===== src/rtl/rst_seq_ctrl.sv =====
// Power-up / recovery reset sequencer: PHY reset pulse, settle wait, then staged
// release of core and data-plane resets. The sequence re-runs on PLL lock loss or a soft-reset request.
module rst_seq_ctrl #(
  parameter int PHY_RST_CYCLES    = 800000,
  parameter int PHY_SETTLE_CYCLES = 4000000,
  parameter int STAGE_GAP_CYCLES  = 16,
  parameter int CNT_W             = 23
) (
  input  logic       sys_clk,
  input  logic       sys_rst,
  input  logic       eth_locked_async,
  input  logic       soft_rst_req,
  output logic       phy_rst_n,
  output logic       core_rst,
  output logic       dp_rst,
  output logic       seq_done,
  output logic [2:0] seq_state,
  output logic [7:0] lock_loss_cnt
);

  localparam logic [2:0] ST_WAIT_LOCK  = 3'd0;
  localparam logic [2:0] ST_PHY_RST    = 3'd1;
  localparam logic [2:0] ST_PHY_SETTLE = 3'd2;
  localparam logic [2:0] ST_REL_CORE   = 3'd3;
  localparam logic [2:0] ST_RUN        = 3'd4;

  localparam logic [CNT_W-1:0] PHY_RST_LAST    = CNT_W'(PHY_RST_CYCLES - 1);
  localparam logic [CNT_W-1:0] PHY_SETTLE_LAST = CNT_W'(PHY_SETTLE_CYCLES - 1);
  localparam logic [CNT_W-1:0] STAGE_GAP_LAST  = CNT_W'(STAGE_GAP_CYCLES - 1);

  logic [2:0]       state;
  logic [2:0]       next_state;
  logic [CNT_W-1:0] cnt;
  logic             lock_meta;
  logic             lock_s;
  logic             lock_loss;
  logic             phy_rst_n_d;
  logic             core_rst_d;
  logic             dp_rst_d;
  logic             seq_done_d;

  always_ff @(posedge sys_clk) begin
    if (sys_rst) begin
      lock_meta <= 1'b0;
      lock_s    <= 1'b0;
    end else begin
      lock_meta <= eth_locked_async;
      lock_s    <= lock_meta;
    end
  end

  // State register; the counter restarts whenever the state changes.
  always_ff @(posedge sys_clk) begin
    if (sys_rst) begin
      state <= ST_WAIT_LOCK;
      cnt   <= '0;
    end else begin
      state <= next_state;
      if (next_state != state) cnt <= '0;
      else                     cnt <= cnt + 1'b1;
    end
  end

  always_comb begin
    lock_loss = 1'b0;
    if ((state == ST_PHY_RST) || (state == ST_PHY_SETTLE) ||
        (state == ST_REL_CORE) || (state == ST_RUN))
      lock_loss = !lock_s;
  end

  // Lock loss outranks soft reset, which outranks timed progression.
  always_comb begin
    next_state = state;
    case (state)
      ST_WAIT_LOCK:  if (lock_s) next_state = ST_PHY_RST;
      ST_PHY_RST: begin
        if (lock_loss)                 next_state = ST_WAIT_LOCK;
        else if (cnt == PHY_RST_LAST)  next_state = ST_PHY_SETTLE;
      end
      ST_PHY_SETTLE: begin
        if (lock_loss)                   next_state = ST_WAIT_LOCK;
        else if (cnt == PHY_SETTLE_LAST) next_state = ST_REL_CORE;
      end
      ST_REL_CORE: begin
        if (lock_loss)                  next_state = ST_WAIT_LOCK;
        else if (cnt == STAGE_GAP_LAST) next_state = ST_RUN;
      end
      ST_RUN: begin
        if (lock_loss)         next_state = ST_WAIT_LOCK;
        else if (soft_rst_req) next_state = ST_PHY_RST;
      end
      default: next_state = ST_WAIT_LOCK;
    endcase
  end

  always_comb begin
    phy_rst_n_d = 1'b0;
    core_rst_d  = 1'b1;
    dp_rst_d    = 1'b1;
    seq_done_d  = 1'b0;
    case (next_state)
      ST_PHY_SETTLE: phy_rst_n_d = 1'b1;
      ST_REL_CORE: begin
        phy_rst_n_d = 1'b1;
        core_rst_d  = 1'b0;
      end
      ST_RUN: begin
        phy_rst_n_d = 1'b1;
        core_rst_d  = 1'b0;
        dp_rst_d    = 1'b0;
        seq_done_d  = 1'b1;
      end
      default: ;
    endcase
  end

  // Outputs are registered from next_state so they line up with seq_state.
  always_ff @(posedge sys_clk) begin
    if (sys_rst) begin
      phy_rst_n     <= 1'b0;
      core_rst      <= 1'b1;
      dp_rst        <= 1'b1;
      seq_done      <= 1'b0;
      lock_loss_cnt <= 8'd0;
    end else begin
      phy_rst_n <= phy_rst_n_d;
      core_rst  <= core_rst_d;
      dp_rst    <= dp_rst_d;
      seq_done  <= seq_done_d;
      if (lock_loss && (lock_loss_cnt != 8'hff))
        lock_loss_cnt <= lock_loss_cnt + 8'd1;
    end
  end

  assign seq_state = state;

endmodule


===== config.mk =====
export PLATFORM = sky130hd
export DESIGN_NAME = rst_seq_ctrl
export DESIGN_NICKNAME = d
export VERILOG_FILES = /design/src/rtl/rst_seq_ctrl.sv
export SDC_FILE = /design/constraint.sdc
export NUM_CORES = 1
export LEC_CHECK = 0
export CAP_MARGIN = 15
export CORE_MARGIN = 3
export CORE_UTILIZATION = 60
export CTS_CLUSTER_SIZE = 24
export DETAILED_ROUTE_END_ITERATION = 10
export PLACE_DENSITY = 0.83
export SLEW_MARGIN = 10
export SYNTH_ARGS = -nofsm -noshare
export SYNTH_HDL_FRONTEND = slang
export SYNTH_SLANG_ARGS = --single-unit

===== constraint.sdc =====
create_clock -name sys_clk -period 4.1 [get_ports sys_clk]
set_clock_uncertainty 0.15 [all_clocks]
set_input_delay 1.23 -clock sys_clk [delete_from_list [all_inputs] [get_ports sys_clk]]
set_output_delay 1.23 -clock sys_clk [all_outputs]
set_load 0.01 [all_outputs]

---- Yosys cells after proc, flatten, opt, wreduce, memory -nomap -nowiden ----
Index checks and enable logic that the tools add are counted.
operators by class
  add/sub/neg operators ................... 2
  equal/unequal tests ..................... 12
  muxes and demuxes ....................... 15
  reduce and logical (&&, ||, !) cells .... 9
operator list
  kind                   number
  $mux 3                 9
  $add 23x1->23 const B  1
  $eq 23x20->1 const B   1
  $eq 23x22->1 const B   1
  $eq 23x4->1 const B    1
  $pmux 3 s5             1
  $eq 3x2->1 const B     4
  $add 8x1->8 const B    1
  $ne 8x8->1 const B     1
  $eq 3x3->1 const B     2
  $mux 1                 5
  $reduce_or 2->1        2
  $eq 3x1->1 const B     1
  $logic_not 3->1        1
  $logic_or 1x1->1       3
  $ne 3x3->1             1
  $reduce_or 3->1        1
  $logic_and 1x1->1      1
  $logic_not 1->1        1
word-level totals
  flip-flop bits (word level) ............. 40
  input bits .............................. 4
  output and inout port bits .............. 15
  word-level logic and storage cells ...... 47

---- Logic depth before layout (Yosys ltp) ----
  depth in word-level cells ............... 10
  gate-level depth with buffers ........... 8
  depth with buffers taken out ............ 7

---- Worst setup path after synthesis ----
No wires, ideal clock.
  path type ............................... input to register
  start ................................... input soft_rst_req
  end ..................................... register cnt[5]
  data arrival time ....................... 2519 ps
  path slack .............................. 1316 ps
  stages on the path ...................... 7
  cell sequence ........................... nor4bb_1 a22oi_1 a31oi_1 a211oi_2 mux2i_1 buf_6 nor2_2
on the way
  longest elaborated chain between the ends .. 5
RTL lines
  what                       RTL line  RTL
  start, declared            12        input logic soft_rst_req,
  $mux 3                     90        else if (soft_rst_req) next_state = ST_PHY_RST;
  $mux 3                     89        if (lock_loss) next_state = ST_WAIT_LOCK;
  $pmux 3 s5                 74        case (state)
  $ne 3x3->1                 59        if (next_state != state) cnt <= '0;
  $reduce_or 2->1 (no line)  n/a
  end signal, assigned       60        else cnt <= cnt + 1'b1;
  end, declared              33        logic [CNT_W-1:0] cnt;
Every way passes these cells.
A chain may end at the register's enable or synchronous reset.

---- Final worst setup path ----
  start ................................... input soft_rst_req
  end ..................................... register cnt[8]
Same word-level chain as after synthesis.

==> out/metrics.yaml <==
fill_cells: 237
drive_above_1_share_pct: 14.3
ys_seq_area_share_pct: 41.7
place_hpwl_microns: 2840
dr.pass1.iters: 4
grt_max_degree: 24
layout_commonest_cell: "dfxtp_1"
fin_crit_sh_pct: 77.3
fin_util_pct: 75.4
drt-total-wl_microns: 3850
reg2reg_to: "cnt[8]$_SDFF_PP0_"
hold_violations: 0
synth-edff-count: 0
area_growth_pct: 14.0
synth.distinct_cells: 40
tns_ns: 0
die_y_microns: 62.5
max_freq_ghz: 0.315
die_area_sq_mm: 0.00391
holdBufCountCts: 0
grt_pass1_vias: 1524
finalSetupViolations: 0
p_total_uw: 631
grt_antenna_before_repair: 0
r2r_slack_ns: 1.24
final_cell_mix: "dfxtp_1 (40), nor2_2 (20), nor2_1 (19)"
cts_buffers: 5
yosysWarnings: 0
remaining_drc_errors: 0
crit_type: "primary input to flip-flop"
grt_usage_pct: 21.3
viasPerCell: 5.68
drt_iter0_drc: 120
vdd_drop_max_mv: 0.282
cp-start-kind: "primary input"
met2_wirelength_microns: 1930
synth-async-reset-ratio_pct: 0
vias: 1586
clk_latency_ns: 0.35
start_util_pct: 66.1
layout_min_cycle_time_ns: 3.17
met3_length_microns: 214
p_per_area_mw_per_mm2: 289
yosysTopAreaCellShare_pct: 41.7
clockRootBuffer: "clkbuf_4"
max-cap-violations: 0
rows: 19
power.leakage_uw: 0.000753
required_ns: 4.18
netlist.top_cell.by_area: "dfxtp_1"
post_cts_buffers: 0
io_pins: 19
dieWidth_microns: 62.5
synth.area.top_cells: "dfxtp_1 (42%), xor2_1 (7.8%), nor2_2 (6.5%)"
maxSlewHeadroom_pct: 67.8
r2r_start: "cnt[8]$_SDFF_PP0_"
cts_tree: "done"
htreeDepth: 2
hp-class: "flip-flop to flip-flop"
cts.clk_slew.worst_paths_ns: 0.11
layout.nets: 242
syn_nets: 222
cp-end-kind: "flip-flop"
cts.repair.resized: 0
syn-instance-count: 216
syn-cell-area_sq_mm: 0.00192
rsz0062_at_grt: "false"
r2r_cells: 7
status: "finished, final reports clean"
core_sq_mm: 0.00290
syn_avg_cell_area_sq_um: 8.88
diodes: 0
synth-seq-cells: 40
holdPathStages: 1
worst_pin_slew_ns: 0.480
io_buffers: 18
grt_pass1_wl_microns: 6810
path_max_fanout: 23
gp_congestion: 0.882
wl_met1_microns: 1660
top_layer: "met4"
holdPathEnd: "lock_s$_SDFF_PP0_"
clk_path_buf_depth: 2
grt-ovfl-total: 0
detail-route-antenna-nets: 0
slew_violations: 0
clock-sinks: 40
wl_per_cell_microns: 13.8
hold_start: "lock_meta$_SDFF_PP0_"
cp.arrival_ns: 3.26
synth_ff_type: "dfxtp_1"
[Yosys cell counts, drive strengths merged, types with 2 or more instances]
| cell type | count |
|---|---|
| dfxtp | 40 |
| inv | 4 |
| nand4 | 6 |
| o21a | 2 |
| a211oi | 2 |
| xnor2 | 9 |
| nand3 | 15 |
| nor4 | 5 |
| a21oi | 6 |
| xor2 | 17 |
| or3 | 4 |
| nor2b | 6 |
| nor4bb | 2 |
| nand2b | 2 |
| nand2 | 15 |
| o21ai | 3 |
| and4 | 2 |
| ha | 2 |
| a31oi | 3 |
| buf | 3 |
| nor3 | 7 |
| or4 | 2 |
| mux2i | 2 |
| nor2 | 39 |
| and3 | 6 |
| clkbuf | 4 |
[worst max-delay path by stage]
| stage | from | end |
|---|---|---|
| 6_report | soft_rst_req | cnt[8]$_SDFF_PP0_ |
| 5_1_grt | soft_rst_req | cnt[8]$_SDFF_PP0_ |
| 4_1_cts | soft_rst_req | cnt[1]$_SDFF_PP0_ |
| 3_5_place_dp | soft_rst_req | cnt[8]$_SDFF_PP0_ |
| 3_3_place_gp | soft_rst_req | cnt[8]$_SDFF_PP0_ |
| 2_1_floorplan | soft_rst_req | cnt[5]$_SDFF_PP0_ |
[registers in the layout, summed over array words and instances (netlist names)]
register and cells:
cnt 23, core_rst 1, dp_rst 1, lock_loss_cnt 8
lock_meta 1, lock_s 1, phy_rst_n 1, seq_done 1
seq_state 3
[area by class of cell]
type                            count  area [sq um]  share of cell area (%)
Multi-Input combinational cell    165          1060                    48.7
Tap cell                           42          52.6                    2.40
Timing Repair Buffer               20           195                    8.92
Inverter                            4          15.0                   0.686
Sequential cell                    40           801                    36.6
Clock buffer                        8          58.8                    2.69
[critical path: stages]
cell and delay (ns):
clkdlybuf4s50_1 0.50, nor4bb_1 0.40, nand2_1 0.12, a31oi_1 0.22, a211oi_2 0.11, mux2i_2 0.22, buf_4 0.36, nor2_1 0.09
[stage by stage]
stage / hold WS, ns / instance area (sq um) / worst slack (ns) / std cells
final: 0.325 / 2190 / 0.929 / 279
after global routing: 0.330 / 2190 / 0.767 / 279
after CTS: 0.326 / 2190 / 0.940 / 279
after detailed placement: 0.311 / 2130 / 0.574 / 271
after global placement: 0.270 / 2130 / 0.746 / 271
after floorplan: 0.264 / 1920 / 1.32 / 216
[cell families (layout without fill, tap and decap cells)]
| group | Yosys count | in the layout | share of synthesized area, % |
|---|---|---|---|
| buffers and inverters | 11 | 32 | 2.93 |
| adders and majority gates | 2 | 2 | 1.30 |
| AOI/OAI and AO/OA | 19 | 19 | 6.52 |
| xor gates and xnor gates | 26 | 26 | 11.9 |
| and+or+nand+nor | 116 | 116 | 34.6 |
| DFF | 40 | 40 | 41.7 |
| muxes | 2 | 2 | 1.04 |
[power by group]
| part | switching, uW | internal (uW) | leakage [uW] |
|---|---|---|---|
| logic | 17.3 | 12.0 | 0.000397 |
| clock network | 120 | 84.7 | 0.0000326 |
| registers | 5.10 | 392 | 0.000323 |
[per-layer routing]
layer  track usage [%]  vias up
met1              26.2      747
met3              6.83        8
met5                 0        -
met4              6.06        0
met2              35.4       41
li1                  -      790
Note: power is estimated with default switching activity, not from simulation.
